--- src/rtl/adder_tree_var_pipe_if.sv ---
// Bundle of operand/result signals for the pipelined variable-lane adder tree.
// Flow control: a token moves only on cycles where i_en=1. Input is accepted when i_en=1 and the
// lane-valid pattern qualifies for the selected mode. o_valid qualifies o_data_bus, and both hold while i_en=0.
interface adder_tree_var_pipe_if #(
  parameter int DATA_WIDTH = 16,
  parameter int NUM_IN     = 8
);
  localparam int LEVELS    = $clog2(NUM_IN);
  localparam int OUT_WIDTH = DATA_WIDTH + LEVELS;

  logic [NUM_IN*DATA_WIDTH-1:0] i_data_bus;
  logic [NUM_IN-1:0]            i_valid;
  logic                         i_mode;
  logic                         i_en;
  logic [OUT_WIDTH-1:0]         o_data_bus;
  logic                         o_valid;
  logic [LEVELS:0]              o_inflight;

  modport master (
    output i_data_bus, i_valid, i_mode, i_en,
    input  o_data_bus, o_valid, o_inflight
  );

  modport slave (
    input  i_data_bus, i_valid, i_mode, i_en,
    output o_data_bus, o_valid, o_inflight
  );
endinterface

--- src/rtl/adder_tree_var_pipe.sv ---
// Pipelined binary adder tree with strict/masked lane qualification and a global stall enable.
// Each level registers its partial sums one bit wider than the level before, so no stage can overflow.
module adder_tree_var_pipe #(
  parameter int DATA_WIDTH = 16,
  parameter int NUM_IN     = 8
) (
  input  logic                  clk,
  input  logic                  rst,
  adder_tree_var_pipe_if.slave  bus
);
  localparam int LEVELS    = $clog2(NUM_IN);
  localparam int OUT_WIDTH = DATA_WIDTH + LEVELS;

  logic                         accept;
  logic [NUM_IN*DATA_WIDTH-1:0] masked_data;
  logic [LEVELS-1:0]            vld_vec;
  logic [LEVELS:0]              inflight;

  // In strict mode every lane is valid when a token is taken, so masking always is harmless.
  always_comb begin
    accept = bus.i_en && (bus.i_mode ? (|bus.i_valid) : (&bus.i_valid));
    masked_data = '0;
    for (int k = 0; k < NUM_IN; k++) begin
      masked_data[k*DATA_WIDTH +: DATA_WIDTH] =
        bus.i_valid[k] ? bus.i_data_bus[k*DATA_WIDTH +: DATA_WIDTH] : '0;
    end
  end

  for (genvar s = 0; s < LEVELS; s++) begin : stage
    localparam int N  = NUM_IN >> (s + 1);
    localparam int W  = DATA_WIDTH + s + 1;
    localparam int PW = W - 1;

    logic [2*N*PW-1:0] prev_sum;
    logic              prev_vld;
    logic [N*W-1:0]    sum_d;
    logic [N*W-1:0]    sum_q;
    logic              vld_q;

    if (s == 0) begin : g_first
      assign prev_sum = masked_data;
      assign prev_vld = accept;
    end else begin : g_rest
      assign prev_sum = stage[s-1].sum_q;
      assign prev_vld = stage[s-1].vld_q;
    end

    always_comb begin
      sum_d = '0;
      for (int i = 0; i < N; i++) begin
        sum_d[i*W +: W] = {1'b0, prev_sum[2*i*PW +: PW]} + {1'b0, prev_sum[(2*i+1)*PW +: PW]};
      end
    end

    // Bubbles carry zero data so the final stage reads all zeros whenever it is invalid.
    always_ff @(posedge clk) begin
      if (rst) begin
        vld_q <= 1'b0;
        sum_q <= '0;
      end else if (bus.i_en) begin
        vld_q <= prev_vld;
        sum_q <= prev_vld ? sum_d : '0;
      end
    end

    assign vld_vec[s] = vld_q;
  end

  always_comb begin
    inflight = '0;
    for (int s = 0; s < LEVELS; s++) begin
      inflight = inflight + (LEVELS+1)'(vld_vec[s]);
    end
  end

  assign bus.o_data_bus = OUT_WIDTH'(stage[LEVELS-1].sum_q);
  assign bus.o_valid    = vld_vec[LEVELS-1];
  assign bus.o_inflight = inflight;
endmodule

--- src/flat_wrapper.sv ---
// flat-port wrapper written by rule: the top's interface ports become plain ports
module adder_tree_var_pipe_flat 
#(
  parameter int DATA_WIDTH = 16,
  parameter int NUM_IN     = 8
)
  (clk, rst, bus_i_data_bus, bus_i_valid, bus_i_mode, bus_i_en, bus_o_data_bus, bus_o_valid, bus_o_inflight);
  adder_tree_var_pipe_if #(.DATA_WIDTH(DATA_WIDTH), .NUM_IN(NUM_IN)) bus_i ();
  input  logic clk;
  input  logic rst;
  input wire logic [$bits(bus_i.i_data_bus)-1:0] bus_i_data_bus;
  input wire logic [$bits(bus_i.i_valid)-1:0] bus_i_valid;
  input wire logic [$bits(bus_i.i_mode)-1:0] bus_i_mode;
  input wire logic [$bits(bus_i.i_en)-1:0] bus_i_en;
  output wire logic [$bits(bus_i.o_data_bus)-1:0] bus_o_data_bus;
  output wire logic [$bits(bus_i.o_valid)-1:0] bus_o_valid;
  output wire logic [$bits(bus_i.o_inflight)-1:0] bus_o_inflight;
  assign bus_i.i_data_bus = bus_i_data_bus;
  assign bus_i.i_valid = bus_i_valid;
  assign bus_i.i_mode = bus_i_mode;
  assign bus_i.i_en = bus_i_en;
  assign bus_o_data_bus = bus_i.o_data_bus;
  assign bus_o_valid = bus_i.o_valid;
  assign bus_o_inflight = bus_i.o_inflight;
  adder_tree_var_pipe #(.DATA_WIDTH(DATA_WIDTH), .NUM_IN(NUM_IN)) u_core (.clk(clk), .rst(rst), .bus(bus_i));
endmodule
--- config.mk ---
export PLATFORM = sky130hd
export DESIGN_NAME = adder_tree_var_pipe_flat
export DESIGN_NICKNAME = d
export VERILOG_FILES = /design/src/rtl/adder_tree_var_pipe_if.sv /design/src/rtl/adder_tree_var_pipe.sv /design/src/flat_wrapper.sv
export SDC_FILE = /design/constraint.sdc
export NUM_CORES = 1
export LEC_CHECK = 0
export CORE_ASPECT_RATIO = 1.5
export CORE_MARGIN = 4
export CORE_UTILIZATION = 34
export CTS_BUF_LIST = sky130_fd_sc_hd__clkbuf_4
export CTS_CLUSTER_DIAMETER = 40
export DETAILED_ROUTE_END_ITERATION = 8
export GPL_ROUTABILITY_DRIVEN = 0
export PLACE_DENSITY_LB_ADDON = 0.15
export SETUP_SLACK_MARGIN = 0.1
export SLEW_MARGIN = 20
export SYNTH_ARGS = -nofsm -noshare
export SYNTH_HDL_FRONTEND = slang
export SYNTH_SLANG_ARGS = --single-unit
--- constraint.sdc ---
create_clock -name clk -period 4.23 [get_ports clk]
set_input_delay 1.269 -clock clk [delete_from_list [all_inputs] [get_ports clk]]
set_output_delay 1.269 -clock clk [all_outputs]
set_load 0.05 [all_outputs]
* Word level (Yosys, flattened, before mapping)
Index checks and enable logic that the tools add are counted.
** Storage, ports and cells
- Input bits :: 140
- Output and inout bits :: 24
- Register bits after elaboration :: 126
** Operators by class
- Reductions and logical operators :: 3
- Multiplexer cells :: 12
- Add/sub/neg operators :: 9
** Operators with widths (count)
- 2-to-1 mux 16 bit :: 8
- adder 16 x 16 -> 17 bit :: 4
- 2-to-1 mux 68 bit :: 1
- adder 17 x 17 -> 18 bit :: 2
- 2-to-1 mux 36 bit :: 1
- adder 18 x 18 -> 19 bit :: 1
- 2-to-1 mux 19 bit :: 1
- AND reduction 8 bit :: 1
- OR reduction 8 bit :: 1
- adder 4 x 1 -> 4 bit :: 1
- adder 1 x 1 -> 2 bit :: 1
- logical AND 1 bit :: 1
- 2-to-1 mux 1 bit :: 1

* Depth between registers and ports, before layout
Gate-level depths: netlist of the first run.
- Depth after elaboration :: 4
- Mapped depth :: 12

* Worst setup path before layout of the first run
No wires, ideal clock.
- Kind :: in2reg
- Start point :: in bus_i_valid[2]
- End point :: reg u_core.stage[0].sum_q[31]
- Setup slack :: 0.669 ns
- Path buffers :: 1
- Cell stages on the path :: 12
- Arrival time :: 3.444 ns
- Data required time :: 4.113 ns
- Cell sequence :: clkbuf_1 -> and2_1 -> ha_1 -> inv_1 -> fa_1 -> nor2b_1 -> o211ai_1 -> a21o_1 -> a21oi_1 -> o2111ai_1 -> a31o_2 -> a32o_1
** On the way
- Longest elaborated chain between the ends :: 4
- Elaborated cells between the ends (all ways) :: 7
- Those cells by class :: 1 x add/sub; 3 x mux; 3 x reduce/logical
** RTL lines
- start: declaration :: line flat_wrapper.sv:12 : input wire logic [$bits(bus_i.i_valid)-1:0] bus_i_valid;
- branches (longest 3 deep; another with adder 16 x 16 -> 17 bit)
- 2-to-1 mux 68 bit * :: line adder_tree_var_pipe.sv:62 : sum_q <= prev_vld ? sum_d : '0;
- end signal: assignment :: line adder_tree_var_pipe.sv:62
- end: declaration :: line adder_tree_var_pipe.sv:37 : logic [N*W-1:0] sum_q;
Every way passes the cells marked *.
A chain may end at the register's enable or synchronous reset.

* Worst setup path after layout of the first run
- Start point :: reg u_core.stage[0].vld_q
- End point :: out bus_o_inflight[2]
** On the way
- Longest elaborated chain between the ends :: 2
** RTL lines
- start: declaration :: line adder_tree_var_pipe.sv:38 : logic vld_q;
- start signal: assignment :: line adder_tree_var_pipe.sv:61 : vld_q <= prev_vld;
- adder 1 x 1 -> 2 bit :: line adder_tree_var_pipe.sv:72 : inflight = inflight + (LEVELS+1)'(vld_vec[s]);
- adder 4 x 1 -> 4 bit :: line adder_tree_var_pipe.sv:72
- end: declaration :: line flat_wrapper.sv:17 : output wire logic [$bits(bus_i.o_inflight)-1:0] bus_o_inflight;
Every way passes these cells.

==> results.json, run 1 <==
{
  "post-route-drc-count": 0,
  "hpwl_mm": 22.67,
  "final_common_cell": "clkdlybuf4s50_1",
  "numCtsBuffers": 17,
  "area_growth_pct": 24.25,
  "io_pins": 164,
  "syn_inst": 1280,
  "period_share": 0.8906,
  "leakagePower_uw": 0.005303,
  "synth_edf_count": 0,
  "synth_top_area_cell": "dfxtp_1",
  "cts.hold.buffers_added": 0,
  "peakVddDrop_mv": 0.1090,
  "cts-root-buf": "clkbuf_4",
  "finalSetupViolations": 0,
  "min_path_type": "flip-flop to flip-flop",
  "core_area_um2": 29380,
  "hold_violations": 0,
  "outcome": "finished clean",
  "crit_type": "flip-flop to primary output",
  "vias_per_cell": 5.049,
  "antenna_found_initial": 2,
  "gr-usage-all-layers": 0.1716,
  "antenna_left": 0,
  "cts_buffer_depth": 2,
  "grtUsageMet1": 0.2065,
  "grt_max_degree": 56,
  "synth_top_area_share": 0.2498,
  "fp.dieArea_um2": 32580,
  "post-route-min-period_ns": 3.767,
  "critPathArrivalTime_ns": 2.50,
  "drtIter0Drc": 420,
  "die_h_um": 219.1,
  "fin_skew_ns": 0.02161,
  "ctsResizeCount": 0,
  "use_met2": 0.3110,
  "numClockSinks": 126,
  "synth_nets": 1547,
  "max-cap-violations": 0,
  "rsz0062_at_grt": "false",
  "post-place-cells": 1822,
  "whs_ns": 0.4568,
  "drtPass1Iterations": 5,
  "grt_pass1_wl_mm": 45.76,
  "fin_nets": 1713,
  "stdcell_area_um2": 12550,
  "crit_fanout": 9,
  "clkTransAtPathRegs_ns": 0.11,
  "port_buffers": 162,
  "ys_warn_count": 0,
  "yosys_register_bits": 126,
  "globalRoute.totalOverflow": 0,
  "die_w_um": 148.7,
  "stdcell_count": 1856,
  "synthArstFlopShare": 0,
  "cts_tree": "done",
  "crit_path_start_kind": "flip-flop",
  "maxSlewHeadroom": 0.5853,
  "drive_gt1_frac": 0.05346,
  "cp-end-kind": "primary output",
  "rows": 77,
  "cts_htree_levels": 4,
  "ys.flop_type": "dfxtp_1",
  "syn_avg_cell_area_um2": 7.888,
  "synthesis.area_um2": 10100,
  "synth-seq-area-share": 0.2498,
  "fmax_ghz": 0.2654,
  "synthTopCellsByArea": "dfxtp_1 (25%), ha_1 (15%), and2_1 (7.8%)",
  "final_core_util": 0.4270,
  "p_per_area_nw_per_um2": 227.1,
  "worstPathRequired_ns": 2.96,
  "worst_slew_pin_slew_ns": 0.6221,
  "grt_pass1_vias": 9390,
  "slew_violations": 0,
  "start_util": 0.3436,
  "dpl_cell_area_um2": 12250,
  "finalWirelength_mm": 27.55,
  "clkLatencyLatePin_ns": 0.56,
  "vias": 9371,
  "wl_per_cell_um": 14.84,
  "met3_usage": 0.03222,
  "synth.distinct_cells": 69,
  "grt.busiest_layer": "met2",
  "cts_setup_buffers": 0,
  "rrSetupSlack_ns": 1.61,
  "layout_common_cells": "clkdlybuf4s50_1 (161), nand2_1 (130), and2_1 (126), dfxtp_1 (126), ha_1 (119)"
}
[routing by layer]
metal | wire length, µm | vias to the layer above
met2 | 13840 | 190
met5 | 0 | -
met4 | 522 | 0
li1 | - | 4903
met1 | 12020 | 4256
met3 | 1167 | 22
[cell families after synthesis]
group,count (synthesis),share of synthesized area
other,1,0.0003714
and+or+nand+nor,473,0.2311
AOI/OAI and AO/OA,390,0.2504
muxes,1,0.0009914
buffers and inverters,77,0.03024
DFF,126,0.2498
adders and majority gates,127,0.1633
xor gates and xnor gates,85,0.07373
[where the power goes]
part           switching, µW  internal [µW]  total, µW
Combinational            370            358        728
Clock                    458            415        873
Sequential              27.2           1220       1250
Total                    856           1990       2850
[flip-flops by register name, summed over array words and instances (netlist names)]
register,cells
u_core.stage.vld_q,2
u_core.bus.o_data_bus,19
u_core.stage.sum_q,104
u_core.bus.o_valid,1
[path summary, 6_finish.rpt]
kind / start / endpoint / depth (start not counted)
hold reg to reg: u_core.bus.o_data_bus[16]$_SDFFE_PP0P_ / u_core.bus.o_data_bus[16]$_SDFFE_PP0P_ / 2
hold / removal: u_core.bus.o_data_bus[16]$_SDFFE_PP0P_ / u_core.bus.o_data_bus[16]$_SDFFE_PP0P_ / 2
setup / recovery: u_core.stage[0].vld_q$_SDFFE_PP0P_ / bus_o_inflight[2] / 4
setup reg to reg: u_core.stage[1].sum_q[0]$_SDFFE_PP0P_ / u_core.bus.o_data_bus[16]$_SDFFE_PP0P_ / 9
[cell usage after synthesis, drive strengths merged, types with 9 or more instances]
cell / count
dfxtp: 126
a21oi: 88
o21ai: 118
o21bai: 9
clkbuf: 33
inv: 34
o21a: 16
and2: 126
buf: 10
ha: 119
nor2: 119
a31oi: 9
a22oi: 42
xor2: 38
xnor2: 47
nor2b: 10
nand3: 20
nand2b: 25
a21o: 31
nand2: 130
[area by class of cell]
cell class,instances,area [µm²]
well taps,395,494.2
inverters,34,127.6
multi-input cells,1077,7281
diodes,2,5.005
flip-flops and latches,126,2522
fillers,3055,16840
clock inverters,13,146.4
repair buffers,190,1827
clock buffers,19,142.6
[critical path: stages, from the launching register on]
cell and delay [ns]:
dfxtp_1 0.57, ha_1 0.31, ha_1 0.18, ha_1 0.19, clkdlybuf4s50_1 0.69
[stage by stage]
stage / power (µW) / setup TNS [ns] / worst slack (ns)
after floorplan: 1718 / 0 / 0.6689
after global placement: 2003 / 0 / 0.02129
after detailed placement: 2006 / -0.01400 / -0.01400
after CTS: 2887 / 0 / 0.4054
after global routing: 3022 / 0 / 0.2988
final: 2849 / 0 / 0.4627
Power figures use the tool's default switching activity.
==> inputs of run 2 (changes only) <==
CORE_UTILIZATION = 56   (was 34)
MAX_ROUTING_LAYER = met4   (was unset)
==> run 2 against run 1 <==
  * Fmax rose by 1.1%
  * Clock skew rose by 0.0025 ns
  * Global-route usage rose by 7.8 points
  * Clock power rose by 7.7%
  * Count of clock-buffer cells in the layout fell by 1
  * Hold slack got worse by 0.0017 ns
  * Cell area fell by 1.8%
  * Die area fell by 38%
  * Critical path type unchanged
  * Critical endpoint unchanged
  * Highest routed layer unchanged
==> results.json, run 2 (synthesis gave the netlist of run 1 again) <==
{
  "outcome": "finished clean",
  "area_growth_pct": 22.04,
  "peakVddDrop_mv": 0.1297,
  "drtIter0Drc": 597,
  "cp_slowest_cell": "clkdlybuf4s50_1",
  "numClockSinks": 126,
  "p_per_area_nw_per_um2": 235.9,
  "antenna_found_initial": 1,
  "internal_power_uw": 2053,
  "grt_max_degree": 59,
  "final_common_cell": "clkdlybuf4s50_1",
  "crit_type": "flip-flop to primary output",
  "rsz0062_at_grt": "false",
  "min_path_type": "flip-flop to flip-flop",
  "largest_reg_flops": 104,
  "gr-usage-all-layers": 0.2500,
  "drtPass1Iterations": 6,
  "numCtsBuffers": 17,
  "start_util": 0.5747,
  "maxSlewHeadroom": 0.5376,
  "p_sw_uw": 854.3,
  "reg2reg_depth": 9,
  "port_buffers": 162,
  "critPathArrivalTime_ns": 2.46,
  "sw_frac_of_total": 0.2939,
  "clkPwrFrac": 0.323,
  "hpwl_mm": 20.09,
  "post-route-min-period_ns": 3.725,
  "clkTransAtPathRegs_ns": 0.13,
  "path_cells": "ha_1 -> ha_1 -> ha_1 -> clkdlybuf4s50_1",
  "globalRoute.totalOverflow": 0,
  "whs_ns": 0.4551,
  "vias": 9569,
  "slew_violations": 0,
  "final_core_util": 0.7014,
  "finalWirelength_mm": 24.83,
  "drive_gt1_frac": 0.05028,
  "cts_buffer_depth": 2,
  "cpMostUsedCell": "ha_1",
  "cts.hold.buffers_added": 0,
  "grt_pass1_wl_mm": 41.43,
  "leakagePower_uw": 0.005280,
  "grt_pass1_vias": 9239,
  "tns_ns": 0,
  "fin_skew_ns": 0.02412,
  "cts_htree_levels": 4,
  "max-cap-violations": 0,
  "core_area_um2": 17570,
  "die_h_um": 172.5,
  "antenna_left": 0,
  "wl_per_cell_um": 14.90,
  "die_w_um": 117.6,
  "hold_violations": 0,
  "stdcell_count": 1666,
  "max_stage_delay_ns": 0.69,
  "vias_per_cell": 5.744,
  "cp-end-kind": "primary output",
  "rrSetupSlack_ns": 1.57,
  "clkLatencyLatePin_ns": 0.52,
  "fin_nets": 1707,
  "rows": 59,
  "finalSetupViolations": 0,
  "power_frac_seq": 0.429,
  "crit_path_start_kind": "flip-flop",
  "pwr-share-comb": 0.248,
  "regMostFlops": "u_core.stage.sum_q",
  "layout_common_cells": "clkdlybuf4s50_1 (161), nand2_1 (130), and2_1 (126), dfxtp_1 (126), ha_1 (119)",
  "worstPathRequired_ns": 2.96,
  "cts_setup_buffers": 0,
  "hold_depth": 2,
  "n_fill_cell": 1487,
  "crit_fanout": 9,
  "post-place-cells": 1634,
  "period_share": 0.8805,
  "fp.dieArea_um2": 20290,
  "io_pins": 164,
  "fmax_ghz": 0.2685,
  "cts-root-buf": "clkbuf_4",
  "cts_tree": "done",
  "post-route-drc-count": 0,
  "worst_slew_pin_slew_ns": 0.6936,
  "ctsResizeCount": 0
}
-- run 2: changes by cell type in the layout (fill, tap and decap cells not counted), sizes merged --
cell / before / now
bufinv: 3 / 4
clkbuf: 19 / 18
clkinv: 7 / 5
clkinvlp: 2 / 3
buf: 29 / 23
diode: 2 / 1
-- run 2: area by class of cell --
class                      instances  area, µm²  area share
multi-input combinational       1077       7284      0.5911
timing repair buffer             184       1794      0.1456
clock buffer                      18      135.1     0.01097
antenna                            1      2.502   0.0002031
tap                              213      266.5     0.02163
clock inverter                    13      190.2     0.01543
inverter                          34      127.6     0.01036
sequential                       126       2522      0.2047
-- run 2: final timing paths --
| kind | startpoint | to |
|---|---|---|
| hold reg to reg | u_core.bus.o_data_bus[16]$_SDFFE_PP0P_ | u_core.bus.o_data_bus[16]$_SDFFE_PP0P_ |
| hold / removal | u_core.bus.o_data_bus[16]$_SDFFE_PP0P_ | u_core.bus.o_data_bus[16]$_SDFFE_PP0P_ |
| setup / recovery | u_core.stage[0].vld_q$_SDFFE_PP0P_ | bus_o_inflight[2] |
| setup reg to reg | u_core.stage[1].sum_q[0]$_SDFFE_PP0P_ | u_core.bus.o_data_bus[16]$_SDFFE_PP0P_ |
-- run 2: metrics by stage --
stage	setup slack [ns]	area, µm²	total power (µW)
2_1_floorplan	0.6689	10100	1718
3_3_place_gp	0.1397	11990	1976
3_5_place_dp	0.05925	11990	1987
4_1_cts	0.4776	12320	2919
5_1_grt	0.4258	12320	3054
6_report	0.5054	12320	2907
-- run 2: routing by layer --
| layer | vias up | track usage | part of all wire |
|---|---|---|---|
| met3 | 34 | 0.03043 | 0.044 |
| met4 | 0 | 0.06633 | 0.017 |
| li1 | 4897 | - | - |
| met2 | 259 | 0.4552 | 0.51 |
| met1 | 4379 | 0.2930 | 0.43 |
| met5 | - | - | 0 |
-- run 2: power groups by stage --
| stage | Clock, µW | Combinational [µW] | Sequential, µW |
|---|---|---|---|
| floorplan | 0 | 453 | 1270 |
| global placement | 0 | 704 | 1270 |
| detailed placement | 0 | 713 | 1270 |
| CTS | 955 | 717 | 1250 |
| global route | 1010 | 797 | 1250 |
| finish | 940 | 720 | 1250 |
-- run 2: worst max-delay path, delay by kind of cell (launching register included) --
| kind | cells | cell delay, ns |
|---|---|---|
| flip-flops | 1 | 0.58 |
| adder cells (fa/ha/maj) | 3 | 0.68 |
| buffers and inverters | 1 | 0.69 |
